===== src/rtl/fifo_flow_ctrl_param.sv =====
// Parametrised synchronous FIFO with programmable almost-full/almost-empty thresholds,
// occupancy count, registered read-valid strobe and sticky overflow/underflow errors.
module fifo_flow_ctrl_param #(
  parameter int DATA_WIDTH = 6,
  parameter int ADDR_WIDTH = 2,
  parameter int THR_WIDTH  = 4
) (
  input  logic                  clk,
  input  logic                  reset,
  input  logic                  init,
  input  logic                  wr_enable,
  input  logic [DATA_WIDTH-1:0] data_in,
  input  logic                  rd_enable,
  input  logic [THR_WIDTH-1:0]  umbral_af,
  input  logic [THR_WIDTH-1:0]  umbral_ae,
  output logic [DATA_WIDTH-1:0] data_out,
  output logic                  valid_out,
  output logic [ADDR_WIDTH:0]   fifo_count,
  output logic                  full,
  output logic                  empty,
  output logic                  almost_full,
  output logic                  almost_empty,
  output logic                  pause,
  output logic                  overflow_err,
  output logic                  underflow_err
);

  localparam int DEPTH = 1 << ADDR_WIDTH;
  localparam int CW    = ADDR_WIDTH + 1;
  // Threshold arithmetic is one bit wider than its widest operand so count + umbral_af never wraps.
  localparam int SW    = ((THR_WIDTH > CW) ? THR_WIDTH : CW) + 1;

  logic [DATA_WIDTH-1:0] mem [DEPTH];
  logic [ADDR_WIDTH-1:0] rd_ptr;
  logic [ADDR_WIDTH-1:0] wr_ptr;
  logic [CW-1:0]         count;
  logic                  pop_ok;
  logic                  push_ok;
  logic [SW-1:0]         af_sum;

  assign fifo_count = count;
  assign full       = (count == CW'(DEPTH));
  assign empty      = (count == '0);
  assign pop_ok     = rd_enable & ~empty;
  assign push_ok    = wr_enable & (~full | pop_ok);

  assign af_sum       = SW'(count) + SW'(umbral_af);
  assign almost_full  = ~full & (af_sum >= SW'(DEPTH));
  assign almost_empty = ~empty & (SW'(count) <= SW'(umbral_ae));
  assign pause        = almost_full | full;

  // NOTE: storage arrays carry no reset; their contents are only observable through pointers that are reset.
  always_ff @(posedge clk) begin
    if (push_ok && init && !reset) begin
      mem[wr_ptr] <= data_in;
    end
  end

  // NOTE: all sequential state uses non-blocking assignments so every register sees pre-edge values.
  always_ff @(posedge clk or posedge reset) begin
    if (reset) begin
      rd_ptr        <= '0;
      wr_ptr        <= '0;
      count         <= '0;
      data_out      <= '0;
      valid_out     <= 1'b0;
      overflow_err  <= 1'b0;
      underflow_err <= 1'b0;
    end else if (!init) begin
      rd_ptr        <= '0;
      wr_ptr        <= '0;
      count         <= '0;
      data_out      <= '0;
      valid_out     <= 1'b0;
      overflow_err  <= 1'b0;
      underflow_err <= 1'b0;
    end else begin
      if (pop_ok) begin
        data_out  <= mem[rd_ptr];
        valid_out <= 1'b1;
        rd_ptr    <= rd_ptr + ADDR_WIDTH'(1);
      end else begin
        data_out  <= '0;
        valid_out <= 1'b0;
      end

      if (push_ok) begin
        wr_ptr <= wr_ptr + ADDR_WIDTH'(1);
      end

      case ({push_ok, pop_ok})
        2'b10:   count <= count + CW'(1);
        2'b01:   count <= count - CW'(1);
        default: count <= count;
      endcase

      if (wr_enable && !push_ok) begin
        overflow_err <= 1'b1;
      end
      if (rd_enable && empty) begin
        underflow_err <= 1'b1;
      end
    end
  end

endmodule


===== config.mk =====
export PLATFORM = sky130hd
export DESIGN_NAME = fifo_flow_ctrl_param
export DESIGN_NICKNAME = d
export VERILOG_FILES = /design/src/rtl/fifo_flow_ctrl_param.sv
export SDC_FILE = /design/constraint.sdc
export NUM_CORES = 1
export LEC_CHECK = 0
export BUFFER_PORTS_ARGS = -buffer_cell sky130_fd_sc_hd__buf_2
export CAP_MARGIN = 20
export CELL_PAD_IN_SITES_DETAIL_PLACEMENT = 1
export CELL_PAD_IN_SITES_GLOBAL_PLACEMENT = 2
export CORE_MARGIN = 2
export CORE_UTILIZATION = 33
export DETAILED_ROUTE_END_ITERATION = 6
export HOLD_SLACK_MARGIN = 0.06
export PLACE_DENSITY = 0.75
export SLEW_MARGIN = 0
export SYNTH_ARGS = -nofsm -noshare
export SYNTH_HDL_FRONTEND = slang
export SYNTH_SLANG_ARGS = --single-unit

===== constraint.sdc =====
create_clock -name clk -period 6.4 [get_ports clk]
set_clock_uncertainty 0.15 [all_clocks]
set_input_delay 0.32 -clock clk [delete_from_list [all_inputs] [get_ports clk]]
set_output_delay 0.32 -clock clk [all_outputs]
set_load 0.1 [all_outputs]

==> results_dict.tcl <==
set metrics [dict create \
    worstPathMaxFanout 9 \
    synthArstFlopShare_pct 40.0 \
    viasPerCell 4.78 \
    design_power_total_mw 0.798 \
    timing.fmax_mhz 346 \
    swShare_pct 39.3 \
    critical_path.endpoint "pause" \
    setup_viol 0 \
    coreArea_um2 5610 \
    synth.distinct_cells 34 \
    start_kind "register" \
    synth_top_area_cell "edfxtp_1" \
    fin_hold_ws_ns 0.103 \
    synth_common_cells "edfxtp_1, dfrtp_1, inv_1, ha_1, nor2b_1" \
    synth_warnings 0 \
    wire_per_inst_um 16.0 \
    synth_edf_count 24 \
    setup_tns_ns 0 \
    reg2reg_to "fifo_count[1]$_DFFE_PP0P_" \
    die_y_um 80.8 \
    synth_flop_cell "edfxtp_1" \
    rr_startpoint "fifo_count[1]$_DFFE_PP0P_" \
    wl_um 4050 \
    worstPathRequired_ns 5.93 \
    hold_path.class "in2reg" \
    drive_gt1_share_pct 29.1 \
    antenna_found_initial 0 \
    final.min_clock_period_ns 2.89 \
    synth-seq-cells 40 \
    cap_violations 0 \
    cts_sinks 40 \
    grt-ovfl-total 0 \
    slew_viol_final 0 \
    htree_levels 2 \
    track_usage_pct 13.5 \
    seq_power_share_pct 39.5 \
    clk_latency_ns 0.29 \
    p_int_mw 0.484 \
    cp_num_cells 8 \
    area_growth_pct 18.4 \
    start_util_pct 34.7 \
    clkPwrFrac_pct 26.6 \
    yosysMostFrequentCell "edfxtp_1" \
    p_leak_nw 0.977 \
    dieWidth_um 80.8 \
    cts.clk_slew.worst_paths_ns 0.08 \
    p_sw_mw 0.314 \
    p_comb_share_pct 33.9 \
    post-cts-setup-buffer-count 0 \
    rsz0062_at_grt "false" \
    cts_root_buf "clkbuf_8" \
    firstDrtPassIters 4 \
    tightestPinTransition_ns 0.648 \
    grt_pass1_vias 1278 \
    numCtsBuffers 5 \
    cp-startpoint "fifo_count[0]$_DFFE_PP0P_" \
    yosysSeqAreaShare_pct 57.5 \
    gp_congestion 0.754 \
    clock_path_buffers 2 \
    finalHoldViolCount 0 \
    ff2ff_setup_slack_ns 3.88 \
    finalCritPeriodShare_pct 45.1 \
    critPathKind "reg2out" \
    maxSlewHeadroom_pct 56.7 \
    route.detailed.drc 0 \
    ant_nets 0 \
    drt-initial-drc-count 26 \
    cpPeakStageDelay_ns 0.58 \
    cts_tree "yes" \
    cp.buffers_inverters 2 \
    diodes 0 \
    nets 212 \
    hpwl_um 3030 \
    syn_area_per_cell_um2 13.5 \
    cp_data_arrival_time_ns 2.42 \
    ir_worst_vdd_mv 0.147 \
    grt_pass1_wl_um 6480 \
    crit_slowest_cell "dfrtp_1" \
    num_vias 1215 \
    status "finished clean" \
    path_cells "ha_1, inv_1, fa_1, a211oi_1, mux2i_1, nor3_1, nand2_1, buf_2" \
    endpoint_kind "output pin" \
    cpLargestDelayFamily "adder cells" \
    syn_inst 144 \
    ff2ff_path_depth 8 \
    netlist_area_um2 1950 \
    grt_start_max_net_pins 17 \
    core.rowCount 27 \
    yosys-top-cells-area "edfxtp_1, dfrtp_1, mux4_2" \
    synth_top_area_share_pct 37.0 \
    power_density_nw_per_um2 346 \
    synth_nets 175 \
    ios 36 \
    portBuffers 35 \
    dieArea_um2 6530 \
]
cell type report:
| type | instances | area [um2] |
|---|---|---|
| clock inverters | 2 | 33.8 |
| repair buffers | 36 | 185 |
| flip-flops and latches | 40 | 1120 |
| well taps | 72 | 90.1 |
| inverters | 13 | 48.8 |
| multi-input cells | 85 | 746 |
| fillers | 633 | 3300 |
| clock buffers | 6 | 82.6 |
flip-flops by register name (all words and copies together) (netlist names):
| name | flops |
|---|---|
| mem | 24 |
| data_out | 6 |
| fifo_count | 3 |
| rd_ptr | 2 |
| wr_ptr | 2 |
| overflow_err | 1 |
| underflow_err | 1 |
| valid_out | 1 |
cell usage in the layout, fill, tap and decap left out, types with 2 or more instances in the layout:
cell	count
mux2i_1	2
o21a_1	2
nand2_1	3
buf_2	35
a31oi_1	2
nor3b_1	3
nor2b_1	9
dfrtp_1	16
o21ai_0	6
nor2_1	6
edfxtp_1	24
nand2b_1	2
a21oi_1	4
nand3_1	3
inv_1	13
clkbuf_8	6
fa_1	2
a211oi_1	2
a21boi_0	2
and2_1	8
mux4_2	6
ha_1	10
xnor2_1	3
power by group through the flow:
stage          logic (mW)  registers, mW  clock network (mW)
3_3_place_gp        0.264          0.319                   0
5_1_grt             0.289          0.319               0.227
6_report            0.271          0.315               0.212
2_1_floorplan       0.170          0.371                   0
3_5_place_dp        0.273          0.321                   0
4_1_cts             0.273          0.316               0.216
how the worst min path moves through the flow:
| stage | from | slack (ns) | end | cells after the start |
|---|---|---|---|---|
| 2_1_floorplan | reset | 0.08 | data_out[0]$_DFF_PP0_ | 1 |
| 3_3_place_gp | reset | 0.30 | wr_ptr[0]$_DFFE_PP0P_ | 2 |
| 3_5_place_dp | reset | 0.29 | wr_ptr[1]$_DFFE_PP0P_ | 2 |
| 4_1_cts | data_in[2] | 0.09 | mem[1][2]$_DFFE_PP_ | 1 |
| 5_1_grt | data_in[3] | 0.08 | mem[2][3]$_DFFE_PP_ | 1 |
| 6_report | data_in[3] | 0.10 | mem[2][3]$_DFFE_PP_ | 1 |
per-layer routing:
| layer | part of all wire (%) | GRT usage [%] |
|---|---|---|
| met5 | 0 | 0 |
| met4 | 1.1 | 4.24 |
| met3 | 3.9 | 3.33 |
| met2 | 50 | 23.4 |
| met1 | 45 | 16.5 |
through the flow:
step,util [%],instances,setup WS (ns),instance area [um2]
floorplan,-,144,2.52,1950
global placement,38.9,245,3.93,2180
detailed placement,38.9,245,3.80,2180
CTS,41.1,254,3.47,2310
global route,41.1,254,3.24,2310
finish,41.1,254,3.51,2310
kinds of logic (layout without fill, tap and decap cells):
family                   count (synthesis)  in the layout  share of synthesized area, %
AND/OR/NAND/NOR                         40             40                          12.1
XOR/XNOR                                 4              4                          1.80
buffers and inverters                   19             57                          4.17
AO/OA/AOI/OAI                           20             20                          7.39
multiplexers                             9              9                          8.54
adder cells (fa/ha/maj)                 12             12                          8.48
flip-flops                              40             40                          57.5
repair_timing:
action	4_1_cts	5_1_grt
endpoints found under the setup margin	0	0
gates resized for setup	0	0
hold buffers	1	0
hold endpoints to repair	16	0
Note: power is estimated with default switching activity, not from simulation.
